File: src/rtl/seg_display_scanner.sv
// Time-multiplexed 8-digit hex display driver for the CPU display syscall.
// Latches the displayed word and the halt flag, scans one digit per DIV cycles.
module seg_display_scanner #(
  parameter int DIV   = 4,
  parameter bit BLANK = 1'b1
) (
  input  logic        clk,
  input  logic        rst,
  input  logic        disp_we,
  input  logic [31:0] disp_data,
  input  logic        halt,
  output logic [7:0]  seg,
  output logic [7:0]  an
);

  localparam int CW = (DIV > 1) ? $clog2(DIV) : 1;
  localparam logic [CW-1:0] DIV_LAST = CW'(DIV - 1);

  logic [CW-1:0] div_cnt;
  logic [2:0]    dig;
  logic [31:0]   shown;
  logic          halted;

  logic [3:0]    nib;
  logic [31:0]   upper;
  logic          blank_dig;
  logic [6:0]    seg_lo;

  function automatic logic [6:0] hex_to_seg(input logic [3:0] v);
    logic [6:0] s;
    case (v)
      4'h0: s = 7'h40;
      4'h1: s = 7'h79;
      4'h2: s = 7'h24;
      4'h3: s = 7'h30;
      4'h4: s = 7'h19;
      4'h5: s = 7'h12;
      4'h6: s = 7'h02;
      4'h7: s = 7'h78;
      4'h8: s = 7'h00;
      4'h9: s = 7'h10;
      4'hA: s = 7'h08;
      4'hB: s = 7'h03;
      4'hC: s = 7'h46;
      4'hD: s = 7'h21;
      4'hE: s = 7'h06;
      default: s = 7'h0E;
    endcase
    return s;
  endfunction

  // Leading-zero test looks at the selected nibble and everything above it.
  always_comb begin
    nib       = shown[{dig, 2'b00} +: 4];
    upper     = shown >> {dig, 2'b00};
    blank_dig = BLANK && (dig != 3'd0) && (upper == 32'd0);
    seg_lo    = blank_dig ? 7'h7F : hex_to_seg(nib);
  end

  always_ff @(posedge clk or posedge rst) begin
    if (rst) begin
      div_cnt <= '0;
      dig     <= 3'd0;
      shown   <= 32'd0;
      halted  <= 1'b0;
      an      <= 8'hFF;
      seg     <= 8'hFF;
    end else begin
      if (div_cnt == DIV_LAST) begin
        div_cnt <= '0;
        dig     <= dig + 3'd1;
      end else begin
        div_cnt <= div_cnt + 1'b1;
      end
      if (disp_we) shown <= disp_data;
      if (halt) halted <= 1'b1;
      an  <= ~(8'b1 << dig);
      seg <= {~((dig == 3'd0) && halted), seg_lo};
    end
  end

endmodule
File: config.mk
export PLATFORM = sky130hd
export DESIGN_NAME = seg_display_scanner
export DESIGN_NICKNAME = d
export VERILOG_FILES = /design/src/rtl/seg_display_scanner.sv
export SDC_FILE = /design/constraint.sdc
export NUM_CORES = 1
export LEC_CHECK = 0
export BUFFER_PORTS_ARGS = -buffer_cell sky130_fd_sc_hd__buf_2
export CAP_MARGIN = 30
export CORE_UTILIZATION = 57
export CTS_CLUSTER_SIZE = 10
export DETAILED_ROUTE_END_ITERATION = 12
export MAX_ROUTING_LAYER = met4
export PLACE_DENSITY = 0.84
export REMOVE_ABC_BUFFERS = 1
export SYNTH_ARGS = -nofsm -noshare
export SYNTH_HDL_FRONTEND = slang
export SYNTH_SLANG_ARGS = --single-unit
File: constraint.sdc
create_clock -name clk -period 7.6 [get_ports clk]
set_input_delay 1.14 -clock clk [delete_from_list [all_inputs] [get_ports clk]]
set_output_delay 1.14 -clock clk [all_outputs]
set_load 0.005 [all_outputs]
==> flow_metrics.env, run 1 <==
export IMPL_grt_max_degree=34
export IMPL_most_common_layout_cells="buf_2, dfrtp_1, mux2_2"
export IMPL_area_delta_synth_final_pct=13.8
export IMPL_relSlewSlack_pct=42.2
export IMPL_synth_seq_cells=54
export IMPL_ys_types=41
export IMPL_clk_path_buf_depth=2
export IMPL_core_sq_um=4440
export IMPL_hp_class="flop to flop"
export IMPL_grt_usage_pct=22.1
export IMPL_p_leak_nw=1.37
export IMPL_numCtsBuffers=5
export IMPL_worstHoldStart="halted"
export IMPL_vias=1760
export IMPL_grt_pass1_vias=1709
export IMPL_fp_dieH_microns=70.5
export IMPL_synth_area_per_cell_sq_um=13.2
export IMPL_post_route_min_period_ns=3.00
export IMPL_portBuffers=51
export IMPL_setup_viol=0
export IMPL_finClkSkew_ns=0.00697
export IMPL_dp_cells=296
export IMPL_ys_flop_type="dfrtp_1"
export IMPL_antenna_found_initial=0
export IMPL_syn_inst=202
export IMPL_r2r_end="seg[6]"
export IMPL_fmax_ghz=0.334
export IMPL_dp_hpwl_mm=3.57
export IMPL_wl_mm=4.72
export IMPL_postCtsSetupBuffers=0
export IMPL_slew_viol_final=0
export IMPL_whs_path_depth=1
export IMPL_gp_congestion=0.950
export IMPL_wl_per_cell_microns=15.5
export IMPL_postCtsHoldBufs=0
export IMPL_diodes=0
export IMPL_final_core_util_pct=68.5
export IMPL_fin_setup_tns_ns=0
export IMPL_initial_core_util_pct=60.2
export IMPL_tightest_slew_ns=0.867
export IMPL_endpoint_kind="flop"
export IMPL_cts_root_buffer="clkbuf_8"
export IMPL_ir_drop_mv=0.104
export IMPL_rsz0062_at_grt="false"
export IMPL_cts_sinks=54
export IMPL_hold_end="seg[7]"
export IMPL_drc_errors=8
export IMPL_critPathMaxFanout=20
export IMPL_num_io_pins=52
export IMPL_drtIter0Drc=116
export IMPL_ff2ff_path_depth=7
export IMPL_dieArea_sq_um=4970
export IMPL_drtPass1Iterations=8
export IMPL_hold_violations=0
export IMPL_synthArstFlopShare_pct=100
export IMPL_cp_start_kind="flop"
export IMPL_synth_edf_count=0
export IMPL_drive_above_1_share_pct=49.2
export IMPL_die_width_microns=70.5
export IMPL_post_route_period_util_pct=39.4
export IMPL_cts_tree="yes"
export IMPL_drv_cap=0
export IMPL_clk_latency_ns=0.30
export IMPL_setup_ws_ns=4.60
export IMPL_pre_cts_slack_ns=4.63
export IMPL_r2r_slack_ns=4.60
export IMPL_ant_nets=0
export IMPL_yosysWarnings=0
export IMPL_yosysSeqAreaShare_pct=51.3
export IMPL_status="finished, violations left"
export IMPL_row_count=24
export IMPL_fillers=332
export IMPL_vias_per_cell=5.79
export IMPL_grt_pass1_wl_mm=8.20
export IMPL_crit_arrival_ns=3.21
export IMPL_startpoint="dig[0]"
export IMPL_instances_no_fill=304
export IMPL_worst_setup_path_type="flop to flop"
export IMPL_cts_max_level=2
export IMPL_violations="DRC"
export IMPL_layout_nets=300
export IMPL_final_common_cell="buf_2"
export IMPL_mappedNetlistArea_sq_um=2680
export IMPL_p_per_area_nw_per_um2=188
export IMPL_overflow=0
export IMPL_path_clk_slew_ns=0.09
export IMPL_cp_required_ns=7.81
export IMPL_worstReg2RegStart="dig[0]"
export IMPL_post_cts_resized=0
-- through the flow --
stage | area [sq um] | hold slack, ns | power [mW]
finish | 3040 | 0.440 | 0.573
global route | 3040 | 0.452 | 0.599
CTS | 3040 | 0.438 | 0.578
detailed placement | 2960 | 0.416 | 0.425
global placement | 2940 | 0.413 | 0.420
floorplan | 2620 | 0.395 | 0.390
-- worst max-delay path: stages (launching register included) --
cell	delay, ns
dfrtp_1	0.92
mux4_2	0.60
mux2i_1	0.46
inv_1	0.15
ha_1	0.27
mux2_1	0.29
a22oi_1	0.14
o21ai_1	0.09
-- sequential cells by signal, summed over array words and instances, names as in the netlist --
name     flops
an           8
dig          3
div_cnt      2
halted       1
seg          8
shown       32
-- worst max-delay path by stage --
stage                         to  slack (ns)  cells past startpoint
final                     seg[6]        4.60                      7
after global routing      seg[3]        4.35                      8
after CTS                 seg[6]        4.61                      7
after detailed placement  seg[6]        4.63                      7
after global placement    seg[6]        4.75                      7
after floorplan           seg[6]        4.95                      7
-- power by group --
| group | internal, mW | switching [mW] | total [mW] |
|---|---|---|---|
| Sequential | 0.315 | 0.0176 | 0.333 |
| Combinational | 0.0474 | 0.0398 | 0.0872 |
| Clock | 0.0653 | 0.0873 | 0.153 |
-- final cells by class --
| class | count | area, sq um | share of cell area, % |
|---|---|---|---|
| well taps | 52 | 65.1 | 2.14 |
| clock inverters | 1 | 7.51 | 0.247 |
| repair buffers | 52 | 275 | 9.05 |
| inverters | 10 | 37.5 | 1.23 |
| clock buffers | 7 | 76.3 | 2.51 |
| multi-input cells | 128 | 1210 | 39.8 |
| flip-flops and latches | 54 | 1370 | 45.1 |
-- cell usage after synthesis, types with 2 or more instances --
library cell   n  area share, %
ha_1          13            6.1
mux4_2         9            7.6
o22ai_1        4           0.94
o21ai_1        3           0.56
inv_1          8            1.1
o21ai_0        2           0.37
inv_2          2           0.28
nor3_1         4           0.75
o221ai_1       2           0.65
a22oi_1        3           0.84
buf_4          2           0.56
mux2i_1        6            2.2
nand2b_1       2           0.47
nor4_1         5            1.2
nand3_1        3           0.56
dfrtp_1       38             36
a211oi_1       2           0.56
a21oi_1        3           0.56
mux2_2        33             14
buf_1          3           0.42
buf_2          3           0.56
nor2_1         9            1.3
nand2_1       10            1.4
dfstp_2       16             16
-- cell families after synthesis --
logic type               after synthesis  share of synthesized area (%)
AO/OA/AOI/OAI                         25                           6.41
XOR/XNOR                               1                          0.327
adder cells (fa/ha/maj)               13                           6.08
buffers and inverters                 20                           3.51
flip-flops                            54                           51.3
multiplexers                          50                           24.6
AND/OR/NAND/NOR                       39                           7.76
-- per-layer routing --
layer	share of wire, %	vias to the layer above	track usage [%]	wire length [microns]
li1	-	836	-	-
met5	0	-	-	0
met1	47	850	29.3	2200
met3	4.8	11	4.76	229
met4	1.8	0	6.35	87
met2	47	63	34.7	2210
(Power assumes the default switching activity.)
==> inputs of run 2 (changes only) <==
Settings changed: CORE_UTILIZATION 57 to 55, PLACE_DENSITY 0.84 to 0.82.
Clock period 7.6 ns to 2.9 ns, I/O delays scaled along.
==> flow_metrics.env, run 2 (synthesis results as in run 1) <==
export IMPL_status="completed"
export IMPL_drtPass1Iterations=4
export IMPL_initial_core_util_pct=57.0
export IMPL_p_total_mw=1.52
export IMPL_wl_mm=4.72
export IMPL_whs_ns=0.145
export IMPL_fp_dieH_microns=71.7
export IMPL_dp_hpwl_mm=3.64
export IMPL_cp_start_kind="flop"
export IMPL_antenna_found_initial=0
export IMPL_wl_per_cell_microns=15.1
export IMPL_overflow=0
export IMPL_crit_arrival_ns=2.68
export IMPL_p_leak_nw=1.41
export IMPL_finClkSkew_ns=0.00467
export IMPL_cts_tree="yes"
export IMPL_post_route_period_util_pct=85.1
export IMPL_cts_sinks=54
export IMPL_vias=1767
export IMPL_post_dp_cell_area_sq_um=3010
export IMPL_gp_congestion=0.934
export IMPL_drc_errors=0
export IMPL_vias_per_cell=5.66
export IMPL_hold_violations=0
export IMPL_rsz0062_at_grt="false"
export IMPL_core_sq_um=4690
export IMPL_largestRegisters="shown x32, an x8, seg x8"
export IMPL_path_clk_slew_ns=0.09
export IMPL_fmax_ghz=0.405
export IMPL_area_delta_synth_final_pct=15.8
export IMPL_die_width_microns=71.7
export IMPL_final_area_sq_um=3100
export IMPL_grt_pass1_vias=1837
export IMPL_grt_pass1_wl_mm=8.49
export IMPL_setup_viol=0
export IMPL_row_count=25
export IMPL_postCtsSetupBuffers=0
export IMPL_drtIter0Drc=54
export IMPL_most_common_layout_cells="buf_2, dfrtp_1, mux2_2"
export IMPL_relSlewSlack_pct=54.7
export IMPL_drive_above_1_share_pct=50.8
export IMPL_post_cts_resized=0
export IMPL_ant_nets=0
export IMPL_numCtsBuffers=5
export IMPL_post_route_min_period_ns=2.47
export IMPL_drv_cap=0
export IMPL_clk_path_buf_depth=2
export IMPL_worst_setup_path_type="flop to flop"
export IMPL_num_io_pins=52
export IMPL_cp_slowest_stage_delay_ns=0.56
export IMPL_largest_register="shown"
export IMPL_cts_max_level=2
export IMPL_final_common_cell="buf_2"
export IMPL_largest_reg_flops=32
export IMPL_postCtsHoldBufs=0
export IMPL_diodes=0
export IMPL_portBuffers=51
export IMPL_fin_setup_tns_ns=0
export IMPL_grt_usage_pct=22.6
export IMPL_slowest_stage="dfrtp_1"
export IMPL_grt_max_degree=33
export IMPL_dieArea_sq_um=5150
export IMPL_slew_viol_final=0
export IMPL_final_core_util_pct=66.0
export IMPL_cp_required_ns=3.11
export IMPL_endpoint_kind="flop"
export IMPL_crit_buf_inv=1
export IMPL_clk_latency_ns=0.31
export IMPL_p_per_area_nw_per_um2=492
export IMPL_cts_root_buffer="clkbuf_8"
export IMPL_path_delay_family="multiplexers"
export IMPL_path_cells="mux4_2 > mux2i_1 > inv_1 > ha_1 > mux2_1 > a22oi_1 > o21ai_1"
export IMPL_critPathMaxFanout=7
export IMPL_hp_class="input pin to asynchronous set/reset pin"
export IMPL_ir_drop_mv=0.393
export IMPL_layout_nets=306
export IMPL_tightest_slew_ns=0.673
## run 2: path summary, 6_finish.rpt
kind                                 start         end  slack [ns]  cells after the start
worst max-delay path                dig[0]      seg[6]        0.43                      7
worst min-delay path                   rst    shown[4]        0.14                      2
worst max register to register      dig[0]      seg[6]        0.43                      7
worst min register to register  div_cnt[0]  div_cnt[0]        0.44                      1
max in group asynchronous              rst      seg[2]        2.03                      4
min in group clk                      halt      halted        0.31                      2
## run 2: final cells by class
cell class	instances	area [sq um]
inverters	10	37.5
multi-input cells	128	1210
fillers	364	1590
repair buffers	58	320
well taps	54	67.6
flip-flops and latches	54	1370
clock buffers	7	86.3
clock inverters	1	5.00
## run 2: through the flow
step / std cells / setup WS, ns
2_1_floorplan: 192 / 0.251
3_3_place_gp: 303 / 0.519
3_5_place_dp: 304 / 0.444
4_1_cts: 312 / 0.421
5_1_grt: 312 / 0.283
6_report: 312 / 0.433
## run 2: worst reg2reg max path: stages, from the launching register on
cell and delay, ns:
dfrtp_1 0.56, mux4_2 0.54, mux2i_1 0.35, inv_1 0.16
ha_1 0.24, mux2_1 0.28, a22oi_1 0.15, o21ai_1 0.09
## run 2: layer usage
metal	vias up	share of wire [%]	wire, microns	track usage, %
met5	-	0	0	-
met4	0	1.8	86	10.7
met3	11	4.3	204	3.52
met2	51	48	2280	34.4
met1	861	46	2150	29.9
li1	844	-	-	-
## run 2: report_power, final
group	internal, mW	leakage, nW	switching, mW
registers	0.826	0.611	0.0449
clock network	0.193	0.0482	0.228
logic	0.130	0.753	0.102
total	1.15	1.41	0.375
==> inputs of run 3 (changes only) <==
Clock period 2.9 ns to 2.45 ns, I/O delays scaled along.
==> flow_metrics.env, run 3 (synthesis results as in run 1) <==
export IMPL_status="completed"
export IMPL_overflow=0
export IMPL_cts_max_level=2
export IMPL_wl_mm=5.01
export IMPL_ff2ff_path_depth=6
export IMPL_pre_cts_slack_ns=0.0644
export IMPL_path_cells="mux4_2 > mux2i_1 > ha_1 > o311a_1 > nand4_4 > o221ai_1"
export IMPL_drc_errors=0
export IMPL_crit_cells=6
export IMPL_largest_register="shown"
export IMPL_fin_setup_tns_ns=0
export IMPL_cts_sinks=54
export IMPL_grt_pass1_vias=1769
export IMPL_postCtsSetupBuffers=0
export IMPL_grt_pass1_wl_mm=8.53
export IMPL_dp_hpwl_mm=3.78
export IMPL_slowest_stage="mux4_2"
export IMPL_drtPass1Iterations=4
export IMPL_gp_congestion=0.950
export IMPL_post_route_min_period_ns=2.26
export IMPL_cp_start_kind="flop"
export IMPL_path_clk_slew_ns=0.09
export IMPL_initial_core_util_pct=57.0
export IMPL_post_route_period_util_pct=92.3
export IMPL_path_delay_family="multiplexers"
export IMPL_crit_arrival_ns=2.48
export IMPL_core_sq_um=4690
export IMPL_endpoint_kind="flop"
export IMPL_num_io_pins=52
export IMPL_layout_nets=310
export IMPL_dieArea_sq_um=5150
export IMPL_vias_per_cell=5.66
export IMPL_p_per_area_nw_per_um2=610
export IMPL_tightest_slew_ns=0.672
export IMPL_drv_cap=0
export IMPL_post_cts_resized=0
export IMPL_slew_viol_final=0
export IMPL_setup_viol=0
export IMPL_p_total_mw=1.93
export IMPL_setup_ws_ns=0.189
export IMPL_r2r_slack_ns=0.19
export IMPL_hp_class="input pin to asynchronous set/reset pin"
export IMPL_largest_reg_flops=32
export IMPL_finClkSkew_ns=0.00757
export IMPL_ant_nets=0
export IMPL_worst_setup_path_type="flop to flop"
export IMPL_whs_ns=0.0954
export IMPL_drive_above_1_share_pct=51.9
export IMPL_area_delta_synth_final_pct=17.9
export IMPL_fmax_ghz=0.442
export IMPL_vias=1787
export IMPL_r2r_end="seg[4]"
export IMPL_clk_path_buf_depth=2
export IMPL_cts_root_buffer="clkbuf_8"
export IMPL_fp_dieH_microns=71.7
export IMPL_hold_violations=0
export IMPL_startpoint="dig[0]"
export IMPL_crit_path_end="seg[4]"
export IMPL_antenna_found_initial=0
export IMPL_most_common_layout_cells="buf_2, dfrtp_1, mux2_2"
export IMPL_drtIter0Drc=106
export IMPL_diodes=0
export IMPL_postCtsHoldBufs=0
export IMPL_final_common_cell="buf_2"
export IMPL_cp_slowest_stage_delay_ns=0.54
export IMPL_grt_usage_pct=22.6
export IMPL_p_leak_nw=1.44
export IMPL_worstReg2RegStart="dig[0]"
export IMPL_ir_drop_mv=0.418
export IMPL_grt_max_degree=33
export IMPL_crit_buf_inv=0
export IMPL_largestRegisters="shown x32, an x8, seg x8"
export IMPL_row_count=25
export IMPL_portBuffers=51
export IMPL_cp_required_ns=2.67
export IMPL_relSlewSlack_pct=54.8
export IMPL_die_width_microns=71.7
export IMPL_clk_latency_ns=0.31
export IMPL_numCtsBuffers=5
export IMPL_cts_tree="yes"
export IMPL_critPathMaxFanout=8
export IMPL_wl_per_cell_microns=15.8
export IMPL_rsz0062_at_grt="false"
run 3: how the worst min path moves through the flow:
stage	startpoint	cells past startpoint	slack (ns)	to
final	rst	2	0.1	shown[4]
after global routing	rst	2	0.14	shown[4]
after CTS	rst	2	0.11	shown[13]
after detailed placement	div_cnt[0]	1	0.42	div_cnt[0]
after global placement	div_cnt[0]	1	0.41	div_cnt[0]
after floorplan	halted	1	0.40	seg[7]
run 3: layout make-up:
class                   instances  area, sq um
clock inverters                 1         30.0
repair buffers                 62          350
inverters                      10         37.5
clock buffers                   7         86.3
multi-input cells             128         1210
flip-flops and latches         54         1370
fillers                       350         1540
well taps                      54         67.6
run 3: layer usage:
metal | global-route usage (%) | share of wire, % | up-vias | routed length (microns)
li1 | - | - | 847 | -
met5 | - | 0 | - | 0
met1 | 28.8 | 43 | 863 | 2170
met2 | 36.3 | 49 | 66 | 2470
met4 | 9.80 | 2.1 | 0 | 106
met3 | 3.38 | 5.2 | 11 | 260
run 3: power breakdown:
part | switching [mW] | internal, mW
clock | 0.277 | 0.333
combinational | 0.126 | 0.156
sequential | 0.0551 | 0.978
run 3: metrics by stage:
| stage | cell area (sq um) | utilization, % | instances |
|---|---|---|---|
| after detailed placement | 3040 | 64.7 | 308 |
| after global placement | 3040 | 64.7 | 308 |
| after floorplan | 2620 | - | 192 |
| after CTS | 3150 | 67.2 | 316 |
| after global routing | 3150 | 67.2 | 316 |
| final | 3150 | 67.2 | 316 |
